### src/rtl/xor_cipher_pkg.sv
// rtl/xor_cipher_pkg.sv - shared types and constants for the xor cipher controller
package xor_cipher_pkg;

    localparam int KEY_LEN_MAX = 8;

    typedef enum logic [1:0] {
        EMPTY = 2'd0,
        LOAD  = 2'd1,
        RUN   = 2'd2
    } state_t;

    typedef logic [7:0] byte_t;
    typedef logic [2:0] kidx_t;
    typedef byte_t key_bank_t [KEY_LEN_MAX];

    function automatic byte_t rotl1(input byte_t b);
        return {b[6:0], b[7]};
    endfunction

endpackage

### src/rtl/xor_cipher_ctrl_if.sv
// rtl/xor_cipher_ctrl_if.sv - byte-in / ciphertext-out handshake bundle
//
// Signals:
//   in_valid/in_is_key/in_data/in_ready : input byte stream (key or plaintext)
//   resync                              : index reset / schedule restore pulse
//   out_valid/out_data/out_ready        : ciphertext stream
//   key_loaded/err                      : status
// Modports: master = pin-mux side driving bytes, slave = controller.
interface xor_cipher_ctrl_if;
    import xor_cipher_pkg::*;

    logic  in_valid;
    logic  in_is_key;
    byte_t in_data;
    logic  in_ready;
    logic  resync;
    logic  out_valid;
    byte_t out_data;
    logic  out_ready;
    logic  key_loaded;
    logic  err;

    modport master (
        output in_valid, in_is_key, in_data, resync, out_ready,
        input  in_ready, out_valid, out_data, key_loaded, err
    );

    modport slave (
        input  in_valid, in_is_key, in_data, resync, out_ready,
        output in_ready, out_valid, out_data, key_loaded, err
    );

endinterface

### src/rtl/xor_key_bank.sv
// rtl/xor_key_bank.sv - key storage, working schedule and rotating key index
//
// Ports:
//   clk, rst_n   : clock, asynchronous active-low reset
//   wr_en        : write wr_data into key[wr_idx]; kidx becomes wr_idx+1
//   wr_idx       : key write index
//   wr_data      : key byte
//   advance      : step kidx modulo KEY_LEN; on wrap optionally rotate schedule
//   restore      : kidx to 0, schedule reloaded from key (sees a same-cycle write)
//   kidx         : current key index
//   sched_byte   : schedule byte at the current index
module xor_key_bank
    import xor_cipher_pkg::*;
#(
    parameter int KEY_LEN = 4,
    parameter int ROTATE  = 0
) (
    input  logic  clk,
    input  logic  rst_n,
    input  logic  wr_en,
    input  kidx_t wr_idx,
    input  byte_t wr_data,
    input  logic  advance,
    input  logic  restore,
    output kidx_t kidx,
    output byte_t sched_byte
);

    localparam kidx_t LAST = kidx_t'(KEY_LEN - 1);

    key_bank_t key_q, key_d;
    key_bank_t sched_q, sched_d;
    kidx_t     kidx_q, kidx_d;

    always_comb begin
        key_d   = key_q;
        sched_d = sched_q;
        kidx_d  = kidx_q;
        if (wr_en) begin
            key_d[wr_idx] = wr_data;
        end
        // restore uses key_d so the last byte of a load lands in the schedule
        if (restore) begin
            sched_d = key_d;
            kidx_d  = '0;
        end else if (wr_en) begin
            kidx_d = kidx_t'(wr_idx + kidx_t'(1));
        end else if (advance) begin
            if (kidx_q == LAST) begin
                kidx_d = '0;
                if (ROTATE != 0) begin
                    for (int i = 0; i < KEY_LEN_MAX; i++) begin
                        sched_d[i] = rotl1(sched_q[i]);
                    end
                end
            end else begin
                kidx_d = kidx_t'(kidx_q + kidx_t'(1));
            end
        end
    end

    always_ff @(posedge clk or negedge rst_n) begin
        if (!rst_n) begin
            key_q   <= '{default: '0};
            sched_q <= '{default: '0};
            kidx_q  <= '0;
        end else begin
            key_q   <= key_d;
            sched_q <= sched_d;
            kidx_q  <= kidx_d;
        end
    end

    assign kidx       = kidx_q;
    assign sched_byte = sched_q[kidx_q];

endmodule

### src/rtl/xor_cipher_ctrl.sv
// rtl/xor_cipher_ctrl.sv - xor cipher sequencer: key load FSM, error flag, output register
//
// Ports:
//   clk, rst_n : clock, asynchronous active-low reset
//   bus        : xor_cipher_ctrl_if.slave (input byte stream, resync, ciphertext stream, status)
// Parameters: KEY_LEN (1..8 key bytes), ROTATE (1 = rotate schedule left on each index wrap)
module xor_cipher_ctrl
    import xor_cipher_pkg::*;
#(
    parameter int KEY_LEN = 4,
    parameter int ROTATE  = 0
) (
    input logic                clk,
    input logic                rst_n,
    xor_cipher_ctrl_if.slave   bus
);

    localparam kidx_t LAST = kidx_t'(KEY_LEN - 1);

    state_t state_q, state_d;
    logic   out_valid_q;
    byte_t  out_data_q;
    logic   err_q;

    logic   accept;
    logic   data_acc;
    logic   err_set;
    logic   bank_wr;
    kidx_t  bank_wr_idx;
    logic   bank_restore;
    logic   bank_advance;
    kidx_t  kidx;
    byte_t  sched_byte;

    xor_key_bank #(
        .KEY_LEN (KEY_LEN),
        .ROTATE  (ROTATE)
    ) u_key_bank (
        .clk        (clk),
        .rst_n      (rst_n),
        .wr_en      (bank_wr),
        .wr_idx     (bank_wr_idx),
        .wr_data    (bus.in_data),
        .advance    (bank_advance),
        .restore    (bank_restore),
        .kidx       (kidx),
        .sched_byte (sched_byte)
    );

    // Outside RUN the output register is never loaded, so bytes are always taken.
    assign bus.in_ready = !bus.resync &&
                          ((state_q != RUN) || !out_valid_q || bus.out_ready);
    assign accept = bus.in_valid && bus.in_ready;

    always_comb begin
        state_d      = state_q;
        bank_wr      = 1'b0;
        bank_wr_idx  = '0;
        bank_restore = 1'b0;
        bank_advance = 1'b0;
        data_acc     = 1'b0;
        err_set      = 1'b0;
        if (bus.resync) begin
            bank_restore = 1'b1;
            if (state_q == LOAD) begin
                state_d = EMPTY;
            end
        end else if (accept) begin
            if (bus.in_is_key) begin
                bank_wr = 1'b1;
                if (state_q == LOAD) begin
                    bank_wr_idx = kidx;
                    if (kidx == LAST) begin
                        bank_restore = 1'b1;
                        state_d      = RUN;
                    end
                end else begin
                    // EMPTY, or RUN restarting a load: always begins at key[0]
                    bank_wr_idx = '0;
                    if (KEY_LEN == 1) begin
                        bank_restore = 1'b1;
                        state_d      = RUN;
                    end else begin
                        state_d = LOAD;
                    end
                end
            end else if (state_q == RUN) begin
                data_acc     = 1'b1;
                bank_advance = 1'b1;
            end else begin
                err_set = 1'b1;
            end
        end
    end

    always_ff @(posedge clk or negedge rst_n) begin
        if (!rst_n) begin
            state_q <= EMPTY;
        end else begin
            state_q <= state_d;
        end
    end

    always_ff @(posedge clk or negedge rst_n) begin
        if (!rst_n) begin
            out_valid_q <= 1'b0;
            out_data_q  <= '0;
            err_q       <= 1'b0;
        end else begin
            out_valid_q <= data_acc || (out_valid_q && !bus.out_ready);
            if (data_acc) begin
                out_data_q <= bus.in_data ^ sched_byte;
            end
            if (err_set) begin
                err_q <= 1'b1;
            end
        end
    end

    assign bus.out_valid  = out_valid_q;
    assign bus.out_data   = out_data_q;
    assign bus.err        = err_q;
    assign bus.key_loaded = (state_q == RUN);

endmodule

### src/flat_wrapper.sv
// flat-port wrapper written by rule: the top's interface ports become plain ports
module xor_cipher_ctrl_flat import xor_cipher_pkg::*;
#(
    parameter int KEY_LEN = 4,
    parameter int ROTATE  = 0
)
  (clk, rst_n, bus_in_valid, bus_in_is_key, bus_in_data, bus_resync, bus_out_ready, bus_in_ready, bus_out_valid, bus_out_data, bus_key_loaded, bus_err);
  xor_cipher_ctrl_if bus_i ();
  input logic clk;
  input logic rst_n;
  input wire logic [$bits(bus_i.in_valid)-1:0] bus_in_valid;
  input wire logic [$bits(bus_i.in_is_key)-1:0] bus_in_is_key;
  input wire logic [$bits(bus_i.in_data)-1:0] bus_in_data;
  input wire logic [$bits(bus_i.resync)-1:0] bus_resync;
  input wire logic [$bits(bus_i.out_ready)-1:0] bus_out_ready;
  output wire logic [$bits(bus_i.in_ready)-1:0] bus_in_ready;
  output wire logic [$bits(bus_i.out_valid)-1:0] bus_out_valid;
  output wire logic [$bits(bus_i.out_data)-1:0] bus_out_data;
  output wire logic [$bits(bus_i.key_loaded)-1:0] bus_key_loaded;
  output wire logic [$bits(bus_i.err)-1:0] bus_err;
  assign bus_i.in_valid = bus_in_valid;
  assign bus_i.in_is_key = bus_in_is_key;
  assign bus_i.in_data = bus_in_data;
  assign bus_i.resync = bus_resync;
  assign bus_i.out_ready = bus_out_ready;
  assign bus_in_ready = bus_i.in_ready;
  assign bus_out_valid = bus_i.out_valid;
  assign bus_out_data = bus_i.out_data;
  assign bus_key_loaded = bus_i.key_loaded;
  assign bus_err = bus_i.err;
  xor_cipher_ctrl #(.KEY_LEN(KEY_LEN), .ROTATE(ROTATE)) u_core (.clk(clk), .rst_n(rst_n), .bus(bus_i));
endmodule
### config.mk
export PLATFORM = sky130hd
export DESIGN_NAME = xor_cipher_ctrl_flat
export DESIGN_NICKNAME = d
export VERILOG_FILES = /design/src/rtl/xor_cipher_pkg.sv /design/src/rtl/xor_cipher_ctrl_if.sv /design/src/rtl/xor_key_bank.sv /design/src/rtl/xor_cipher_ctrl.sv /design/src/flat_wrapper.sv
export SDC_FILE = /design/constraint.sdc
export NUM_CORES = 1
export LEC_CHECK = 0
export ABC_AREA = 1
export BUFFER_PORTS_ARGS = -buffer_cell sky130_fd_sc_hd__buf_2
export CAP_MARGIN = 20
export CORE_ASPECT_RATIO = 0.75
export CORE_MARGIN = 2
export CORE_UTILIZATION = 55
export CTS_CLUSTER_SIZE = 24
export DETAILED_ROUTE_END_ITERATION = 6
export GPL_TIMING_DRIVEN = 0
export PLACE_DENSITY = 0.72
export SYNTH_ARGS = -nofsm -noshare
export SYNTH_HDL_FRONTEND = slang
export SYNTH_SLANG_ARGS = --single-unit
### constraint.sdc
create_clock -name clk -period 3.4 [get_ports clk]
set_input_delay 0.34 -clock clk [delete_from_list [all_inputs] [get_ports clk]]
set_output_delay 0.34 -clock clk [all_outputs]
set_load 0.1 [all_outputs]
==> key figures <==
Final layout
  – Nets: 925
  – Area grow syn2layout: 14.7%
  – Share of layout cells above drive strength 1: 10.4%
  – N_diodes: 0
  – Commonest non-fill, non-tap cell in the layout: nand2_1
  – Most frequent cells in the layout: nand2_1, nand3_1, dfrtp_1

Timing
  – Period utilisation layout: 65.1%
  – Period minus WS final: 2210 ps
  – Rel. slew slack: 59.7%
  – RSZ-0062 raised after global routing: no
  – TNS Setup: 0 ps
  – Hold WS: 199 ps
  – Setup violators final: 0
  – Worst Max-Slew Pin Slew: 604 ps
  – Max Clk Rate: 452 MHz
  – Fin. Hold Viols: 0
  – Pins over their slew limit: 0
  – Post-Route Skew: 10.7 ps

Routing
  – Highest metal used: met4
  – Routed wire length: 19800 µm
  – DRT Pass-1 Iters: 6
  – Routed WL per cell: 18.2 µm
  – Wire length on met2: 8810 µm
  – DRC violations left: 0
  – Antenna Nets Post-Route: 0
  – Number of DRC markers in iteration 0: 704
  – DR vias: 6169
  – Vias per inst: 5.66
  – M1 WL: 8720 µm
  – WL met3: 1660 µm

Logic synthesis
  – Syn nets: 879
  – Post-synthesis cell type count: 28
  – Seq/Total Area, Yosys: 52.5%
  – Mean area per synthesized cell: 7.90 µm²
  – Yosys warns: 0
  – Synth Cell Area: 0.00682 mm²
  – Synthesized instance count: 864
  – Flops & latches, synth: 143

GRT
  – Largest net degree at the start of global routing: 104
  – Antenna violations before repair: 0
  – GRT overflow: 0
  – First-pass GRT wire length: 32200 µm
  – GRT Resource Usage Total: 31.8%
  – Vias in the first global route: 6039

Pwr
  – Sequential share of power: 41.8%
  – Max IR drop VDD: 0.427 mV
  – Sw Share: 28.5%
  – Static Leak: 3.89 nW
  – Logic pwr share: 15.0%
  – Internal power: 3.30 mW
  – Psw: 1.31 mW
  – Clock power frac: 43.2%
  – Power Density: 590 mW/mm²

Critical path
  – Setup crit start kind: flop
  – Critical Path End Type: flop
  – Crit path largest cell delay: 590 ps
  – Most Frequent Cell on Critical Path: nand2_1
  – Crit-path slowest cell: nand4_1
  – WS Path Type: reg2reg
  – CP required: 3710 ps
  – CP arrival: 2520 ps
  – CP Cell Sequence: buf_2 -> buf_1 -> nand4_1 -> nand2_1 -> nand2_1 -> nand2_1 -> nand2_1
  – CP top delay family: simple AND/OR/NAND/NOR gates
  – Bufs and invs on worst path: 2
  – Critical Path Start: u_core.u_key_bank.kidx[1]$_DFFE_PN0P_
  – Crit-path max FO: 10
  – Worst R2R Start: u_core.u_key_bank.kidx[1]$_DFFE_PN0P_

Clocking
  – Worst-path clk slew: 60 ps
  – CTS Sinks: 143
  – Htree depth: 4
  – Post-CTS Resized: 0
  – TritonCTS buffer count: 17
  – Clock root cell: clkbuf_16
  – CTS tree: built
  – CTS Buffer Depth: 2
  – Clock latency on the worst-skew pair: 420 ps

Floorplan
  – # IOs: 26
  – Die height: 100 µm
  – Total core area: 0.0122 mm²
  – Die ar.: 0.0133 mm²
  – Row count: 35
  – Initial Utilization: 56.0%
  – DIE WIDTH: 133 µm

Status
  – Status: completed

Place
  – Routability congestion estimate: 0.974
  – Post-DP HPWL: 13400 µm
  – Port Buffer Count: 25

Worst hold path
  – Hold_sp: bus_in_data[1]
  – HP Class: in2reg

Flow run
  – MaxCap Viol Count: 0
==> power by group through the flow <==
stage               logic (mW)  clock network, mW  registers [mW]
finish                   0.692               2.00            1.93
global route             0.782               2.07            1.94
CTS                      0.679               2.00            1.93
detailed placement       0.669                  0            1.95
global placement         0.651                  0            1.95
floorplan                0.435                  0            1.95
==> final timing paths <==
kind,end,slack [ps],depth (start not counted)
max,u_core.u_key_bank.kidx[2]$_DFFE_PN0P_,1190,7
min,u_core.bus.out_data[1]$_DFFE_PN0P_,200,4
max reg2reg,u_core.u_key_bank.kidx[2]$_DFFE_PN0P_,1190,7
min reg2reg,u_core.bus.out_data[1]$_DFFE_PN0P_,480,2
max in group asynchronous,u_core.u_key_bank.sched_q[54]$_DFFE_PN0N_,2170,3
min in group asynchronous,u_core.u_key_bank.key_q[29]$_DFF_PN0_,410,2
==> kinds of logic after synthesis <==
group	Yosys count	synth area share, %
simple gates	559	36.7
flops	143	52.5
buf+inv	115	6.93
compound gates	46	3.72
fa+ha+maj	1	0.183
==> flip-flops by register name, summed over array words and instances, names as in the netlist <==
register                   cells
u_core.u_key_bank.key_q       64
u_core.u_key_bank.kidx         3
u_core.bus.out_valid           1
u_core.bus.err                 1
u_core.u_key_bank.sched_q     64
u_core.state_q                 2
u_core.bus.out_data            8
==> synthesized netlist by cell type <==
| library cell | number | share of area, % |
|---|---|---|
| nand2_1 | 280 | 15 |
| nand3_4 | 1 | 0.26 |
| and2_1 | 56 | 5.1 |
| inv_2 | 2 | 0.11 |
| o21ai_2 | 3 | 0.39 |
| o221ai_1 | 1 | 0.13 |
| nand3_1 | 145 | 11 |
| nand2_2 | 4 | 0.37 |
| a31oi_1 | 2 | 0.18 |
| nor3_4 | 2 | 0.48 |
| clkbuf_1 | 9 | 0.50 |
| buf_1 | 3 | 0.17 |
| inv_1 | 70 | 3.9 |
| buf_6 | 1 | 0.17 |
| a21oi_1 | 1 | 0.073 |
| nor3_1 | 2 | 0.15 |
| buf_4 | 4 | 0.44 |
| ha_1 | 1 | 0.18 |
| nor2_4 | 1 | 0.17 |
| dfrtp_1 | 143 | 52 |
| a31o_2 | 1 | 0.13 |
| o21ai_0 | 36 | 2.6 |
| clkinv_1 | 11 | 0.61 |
| o22ai_1 | 2 | 0.18 |
| nor2_2 | 5 | 0.46 |
| nand4_1 | 5 | 0.46 |
| nor2_1 | 58 | 3.2 |
| buf_2 | 15 | 1.1 |
==> stage by stage <==
stage	utilization, %	instance area [µm²]	worst slack [ps]	instances	power (mW)
final	64.3	7830	1190	1089	4.62
after global placement	58.8	7150	33.9	1055	2.60
after CTS	64.3	7830	1240	1089	4.60
after floorplan	-	6820	174	864	2.38
after detailed placement	59.0	7190	1260	1056	2.62
after global routing	64.3	7830	1020	1089	4.79
==> cell type report <==
type                    instances  area [µm²]
well taps                     166         208
flip-flops and latches        143        3580
fillers                      1038        4350
inverters                      83         312
clock inverters                13         185
plain buffers                  32         161
multi-input cells             606        2770
clock buffers                  19         443
repair buffers                 27         169
==> metal layers <==
metal / up-vias / global-route usage (%)
met3: 48 / 6.87
met1: 3024 / 45.0
met4: 0 / 13.5
li1: 2824 / -
met5: - / 0
met2: 273 / 48.1
==> repair_timing <==
item,CTS,global route
setup buffers,0,0
hold endpoints to repair,40,0
hold buffers,1,0
==> worst register-to-register path, delay by kind of cell (launching register included) <==
family                 cells  cell delay [ps]
buffers and inverters      2              710
AND/OR/NAND/NOR            5             1000
flip-flops                 1              380
(Power assumes the default switching activity.)
